## src/rtl/pipe_pkg.sv

```systemverilog
`default_nettype none
// ============================================================================
// pipe_pkg : occupancy encodings and per-stage widths for pipe_stage_skid
// Rev 1.0
// ============================================================================
package pipe_pkg;

    localparam logic [1:0] OCC_EMPTY = 2'd0;
    localparam logic [1:0] OCC_ONE   = 2'd1;
    localparam logic [1:0] OCC_FULL  = 2'd2;

    localparam int IFID_CTRL_W  = 4;
    localparam int IFID_DATA_W  = 64;
    localparam int IDEX_CTRL_W  = 8;
    localparam int IDEX_DATA_W  = 144;
    localparam int EXMEM_CTRL_W = 6;
    localparam int EXMEM_DATA_W = 104;
    localparam int MEMWB_CTRL_W = 3;
    localparam int MEMWB_DATA_W = 96;

    // The skid slot is only ever valid while the main slot is valid.
    function automatic logic [1:0] occ_count(input logic main_v, input logic skid_v);
        logic [1:0] occ;
        case ({main_v, skid_v})
            2'b11:        occ = OCC_FULL;
            2'b10, 2'b01: occ = OCC_ONE;
            default:      occ = OCC_EMPTY;
        endcase
        return occ;
    endfunction

endpackage
`default_nettype wire

```

## src/rtl/pipe_slot.sv

```systemverilog
`default_nettype none
// ============================================================================
// pipe_slot : one valid+ctrl+data holding register with load/drop/clear
// Rev 1.0
// ============================================================================
module pipe_slot
    import pipe_pkg::*;
#(
    parameter int DATA_W         = 96,
    parameter int CTRL_W         = 8,
    parameter int ZERO_ON_BUBBLE = 1
) (
    input  logic              clk,
    input  logic              rst,
    input  logic              clear_i,
    input  logic              load_i,
    input  logic              drop_i,
    input  logic [CTRL_W-1:0] ctrl_i,
    input  logic [DATA_W-1:0] data_i,
    output logic              valid_o,
    output logic [CTRL_W-1:0] ctrl_o,
    output logic [DATA_W-1:0] data_o
);

    logic              valid_q;
    logic [CTRL_W-1:0] ctrl_q;
    logic [DATA_W-1:0] data_q;

    // A drop leaves data untouched; only a clear may zero it.
    always_ff @(posedge clk or negedge rst) begin
        if (!rst) begin
            valid_q <= 1'b0;
            ctrl_q  <= '0;
            data_q  <= '0;
        end else if (clear_i) begin
            valid_q <= 1'b0;
            ctrl_q  <= '0;
            if (ZERO_ON_BUBBLE != 0) begin
                data_q <= '0;
            end
        end else if (load_i) begin
            valid_q <= 1'b1;
            ctrl_q  <= ctrl_i;
            data_q  <= data_i;
        end else if (drop_i) begin
            valid_q <= 1'b0;
            ctrl_q  <= '0;
        end
    end

    assign valid_o = valid_q;
    assign ctrl_o  = ctrl_q;
    assign data_o  = data_q;

endmodule
`default_nettype wire

```

## src/rtl/pipe_stage_skid.sv

```systemverilog
`default_nettype none
// ============================================================================
// pipe_stage_skid : generic pipeline register with valid/ready and 2-entry skid
// Rev 1.0
// ============================================================================
module pipe_stage_skid
    import pipe_pkg::*;
#(
    parameter int DATA_W         = 96,
    parameter int CTRL_W         = 8,
    parameter int ZERO_ON_BUBBLE = 1
) (
    input  logic              clk,
    input  logic              rst,
    input  logic              flush,
    input  logic              in_valid,
    output logic              in_ready,
    input  logic [CTRL_W-1:0] in_ctrl,
    input  logic [DATA_W-1:0] in_data,
    output logic              out_valid,
    input  logic              out_ready,
    output logic [CTRL_W-1:0] out_ctrl,
    output logic [DATA_W-1:0] out_data,
    output logic [1:0]        occupancy
);

    logic              w_main_valid, w_skid_valid;
    logic [CTRL_W-1:0] w_main_ctrl,  w_skid_ctrl;
    logic [DATA_W-1:0] w_main_data,  w_skid_data;

    logic              in_ready_q;
    logic              skid_valid_d;

    logic w_accept, w_consume, w_main_free;
    logic w_main_load, w_main_drop, w_skid_load, w_skid_drop;
    logic [CTRL_W-1:0] w_main_ctrl_in;
    logic [DATA_W-1:0] w_main_data_in;

    assign w_accept    = in_valid & in_ready_q;
    assign w_consume   = w_main_valid & out_ready;
    assign w_main_free = ~w_main_valid | w_consume;

    // Refill main from skid first so order stays FIFO.
    assign w_main_load    = ~flush & w_main_free & (w_skid_valid | w_accept);
    assign w_main_drop    = ~flush & w_main_free & ~w_skid_valid & ~w_accept;
    assign w_main_ctrl_in = w_skid_valid ? w_skid_ctrl : in_ctrl;
    assign w_main_data_in = w_skid_valid ? w_skid_data : in_data;

    assign w_skid_load = ~flush & ~w_main_free & w_accept;
    assign w_skid_drop = ~flush & w_main_free & w_skid_valid;

    always_comb begin
        skid_valid_d = w_skid_valid;
        if (flush || w_skid_drop) begin
            skid_valid_d = 1'b0;
        end else if (w_skid_load) begin
            skid_valid_d = 1'b1;
        end
    end

    // Ready is a flop fed from the next skid state: no combinational ready path.
    always_ff @(posedge clk or negedge rst) begin
        if (!rst) begin
            in_ready_q <= 1'b1;
        end else begin
            in_ready_q <= ~skid_valid_d;
        end
    end

    pipe_slot #(
        .DATA_W         (DATA_W),
        .CTRL_W         (CTRL_W),
        .ZERO_ON_BUBBLE (ZERO_ON_BUBBLE)
    ) u_main (
        .clk     (clk),
        .rst     (rst),
        .clear_i (flush),
        .load_i  (w_main_load),
        .drop_i  (w_main_drop),
        .ctrl_i  (w_main_ctrl_in),
        .data_i  (w_main_data_in),
        .valid_o (w_main_valid),
        .ctrl_o  (w_main_ctrl),
        .data_o  (w_main_data)
    );

    pipe_slot #(
        .DATA_W         (DATA_W),
        .CTRL_W         (CTRL_W),
        .ZERO_ON_BUBBLE (ZERO_ON_BUBBLE)
    ) u_skid (
        .clk     (clk),
        .rst     (rst),
        .clear_i (flush),
        .load_i  (w_skid_load),
        .drop_i  (w_skid_drop),
        .ctrl_i  (in_ctrl),
        .data_i  (in_data),
        .valid_o (w_skid_valid),
        .ctrl_o  (w_skid_ctrl),
        .data_o  (w_skid_data)
    );

    assign in_ready  = in_ready_q;
    assign out_valid = w_main_valid;
    assign out_ctrl  = w_main_valid ? w_main_ctrl : '0;
    assign out_data  = w_main_data;
    assign occupancy = occ_count(w_main_valid, w_skid_valid);

endmodule
`default_nettype wire

```

## config.mk

```make
export PLATFORM = sky130hd
export DESIGN_NAME = pipe_stage_skid
export DESIGN_NICKNAME = d
export VERILOG_FILES = /design/src/rtl/pipe_pkg.sv /design/src/rtl/pipe_slot.sv /design/src/rtl/pipe_stage_skid.sv
export SDC_FILE = /design/constraint.sdc
export NUM_CORES = 1
export LEC_CHECK = 0
export ABC_CLOCK_PERIOD_IN_PS = 2220
export CAP_MARGIN = 20
export CORE_MARGIN = 5
export CORE_UTILIZATION = 64
export DETAILED_ROUTE_END_ITERATION = 8
export DONT_BUFFER_PORTS = 1
export PLACE_DENSITY = 0.76
export SLEW_MARGIN = 15
export SYNTH_ARGS = -nofsm -noshare
export SYNTH_HDL_FRONTEND = slang
export SYNTH_SLANG_ARGS = --single-unit
```

## constraint.sdc

```tcl
create_clock -name clk -period 2.22 [get_ports clk]
set_clock_uncertainty 0.1 [all_clocks]
set_input_delay 0.444 -clock clk [delete_from_list [all_inputs] [get_ports clk]]
set_output_delay 0.444 -clock clk [all_outputs]
set_load 0.01 [all_outputs]
```

==> flow_summary.json <==
{
  "numCtsBuffers": 23,
  "die_x_microns": 136,
  "layout_commonest_cell": "dfrtp_1",
  "worstPathArrival_ns": 1.41,
  "critPathKind": "reg -> out",
  "status": "complete, but fails checks",
  "grt_util_all_layers": 0.282,
  "dr_total_vias": 7098,
  "dp_slack_ns": 0.311,
  "routed_wl_microns": 26100,
  "clockBufferDepth": 3,
  "cts-root-buf": "clkbuf_16",
  "finalHoldViolations": 211,
  "crit_path_max_incr_delay_ns": 0.38,
  "start_util": 0.645,
  "p_leak_nw": 5.15,
  "coreArea_sq_mm": 0.0157,
  "placementRows": 46,
  "clock-sinks": 211,
  "final_cell_mix": "dfrtp_1 (209), mux2i_1 (104), o21ai_0 (104), dlygate4sd3_1 (104)",
  "startpoint_type": "register",
  "hold_slack_ns": -0.455,
  "portBuffers": 0,
  "ys_ff_latch": 211,
  "fmax_ghz": 0.511,
  "critPathLaunch": "u_main.valid_o",
  "grt_max_degree": 212,
  "grt_pass1_wl_microns": 41600,
  "crit_chain": "buf_4 -> ha_1",
  "hpwl_microns": 14900,
  "critical_path.slowest_cell": "dfrtp_1",
  "max_slew_margin": 0.570,
  "ys_types": 30,
  "max-vdd-ir-drop_mv": 0.607,
  "required_ns": 1.68,
  "cap_violations": 0,
  "die-area_sq_mm": 0.0184,
  "crit_buf_inv": 1,
  "hold_buffers": 104,
  "final_layout_size_suffix_gt1_frac": 0.174,
  "antenna_found_initial": 0,
  "grt_pass1_vias": 7662,
  "worst-path-max-fanout": 13,
  "stdcell_count": 1123,
  "hp-class": "in -> async",
  "fin_crit_ns": 1.96,
  "clkTransAtPathRegs_ns": 0.06,
  "violations": "hold timing",
  "min_period_over_period": 0.881,
  "place_congestion": 0.761,
  "postCtsSetupRepairBufs": 0,
  "drc": 0,
  "synth_area_sq_mm": 0.0101,
  "endpoint_kind": "primary output",
  "htreeDepth": 1,
  "fin_ws_ns": 0.264,
  "rsz0062_at_grt": "no",
  "setup_viol": 0,
  "cts-resized-gates": 0,
  "io_pins": 217,
  "avgViaCountPerCell": 6.32,
  "diodes": 0,
  "firstDrtPassIters": 7,
  "fin_nets": 1002,
  "postSynthCellCount": 823,
  "syn2layout_area_growth_pct": 19.4,
  "ant_nets": 0,
  "syn_nets": 933,
  "synth.yosys.warnings": 0,
  "grt_remaining_overflow": 0,
  "reg2reg_from": "in_ready",
  "utilization": 0.769,
  "wl_per_cell_microns": 23.2,
  "dp.cells": 979,
  "p_total_w": 0.00904,
  "final_max_slew_viol_count": 0,
  "clk_latency_ns": 0.50,
  "syn_avg_cell_area_sq_um": 12.3,
  "die_h_microns": 136,
  "power_density_mw_per_mm2": 748,
  "cts_tree": "yes",
  "synth_seq_area_share": 0.521,
  "cp_top_family": "flip-flops",
  "drt_iter0_markers": 476,
  "finalSetupTns_ns": 0,
  "worst-slew-pin-transition_ns": 0.645,
  "num-fill-cells": 953
}
## synth_stat cells
cell / n / area (sq um)
buf_6: 2 / 22.5
clkbuf_1: 47 / 176
nand2b_1: 1 / 6.26
nor2b_1: 97 / 607
buf_4: 5 / 37.5
nand2_1: 8 / 30.0
a21oi_1: 2 / 10.0
mux2_2: 44 / 495
a22o_1: 8 / 70.1
and3_1: 1 / 6.26
dfstp_2: 1 / 26.3
nand3_1: 1 / 5.00
and4b_1: 1 / 10.0
and2_1: 8 / 50.1
o21ai_0: 104 / 521
buf_1: 3 / 11.3
clkinv_1: 1 / 3.75
a211oi_1: 1 / 7.51
mux2_4: 50 / 751
mux2_1: 2 / 22.5
ha_1: 1 / 12.5
o211ai_1: 96 / 721
buf_12: 6 / 120
nor3b_4: 1 / 18.8
inv_1: 1 / 3.75
dfrtp_1: 210 / 5260
buf_2: 15 / 75.1
a21o_1: 1 / 7.51
mux2i_1: 104 / 1040
nor3_1: 1 / 5.00
## sequential cells by signal, summed over array words and instances, names as in the netlist
| register | cells |
|---|---|
| u_skid.data_o | 96 |
| u_main.valid_o | 1 |
| u_skid.ctrl_o | 8 |
| u_main.ctrl_o | 8 |
| u_skid.valid_o | 1 |
| u_main.data_o | 96 |
| in_ready | 1 |
## worst register-to-register path, stage by stage (launching register included)
cell,delay [ns]
dfstp_2,0.64
and3_4,0.37
buf_12,0.27
mux2_2,0.41
## layer usage
layer | vias to the layer above | wire (microns) | global-route usage
li1 | 3101 | - | -
met1 | 3638 | 10400 | 0.373
met2 | 302 | 12600 | 0.461
met3 | 57 | 2290 | 0.0739
met4 | 0 | 758 | 0.0840
met5 | - | 0 | 0
## path summary, 6_finish.rpt
| kind | to | slack [ns] | cells past startpoint |
|---|---|---|---|
| hold / removal | u_main.data_o[77] | -0.46 | 0 |
| setup / recovery | occupancy[0] | 0.26 | 2 |
| setup reg to reg | u_skid.data_o[26] | 0.31 | 3 |
| max in group asynchronous | u_skid.data_o[7] | 2.12 | 0 |
| hold reg to reg | u_main.ctrl_o[7] | 0.38 | 2 |
| min in group clk | u_skid.data_o[37] | 0.01 | 1 |
## kinds of logic (layout without fill, tap and decap cells)
family,Yosys count,count (layout),synth area share
flip-flops,211,211,0.521
multiplexers,200,200,0.228
AND/OR/NAND/NOR,119,119,0.0729
adder cells (fa/ha/maj),1,1,0.00124
AO/OA/AOI/OAI,212,212,0.132
buffers and inverters,80,164,0.0445
## through the flow
stage               cell area, sq um  hold WS [ns]
floorplan                      10100        0.0484
global placement               10200        0.0567
detailed placement             10200        0.0543
CTS                            12100        -0.470
global route                   12100        -0.477
finish                         12100        -0.455
## power breakdown
part / switching (W) / internal, W / leakage [nW]
registers: 0.000189 / 0.00402 / 2.87
logic: 0.000333 / 0.000344 / 1.87
clock network: 0.00152 / 0.00264 / 0.408
## cell type report
| class | count | area, sq um | area share |
|---|---|---|---|
| inverter | 2 | 7.51 | 0.000621 |
| clock buffer | 30 | 652 | 0.0539 |
| multi-input combinational | 532 | 4430 | 0.367 |
| sequential | 211 | 5290 | 0.437 |
| tap | 216 | 270 | 0.0224 |
| timing repair buffer | 122 | 1260 | 0.105 |
| clock inverter | 10 | 178 | 0.0147 |
Power figures use the tool's default switching activity.
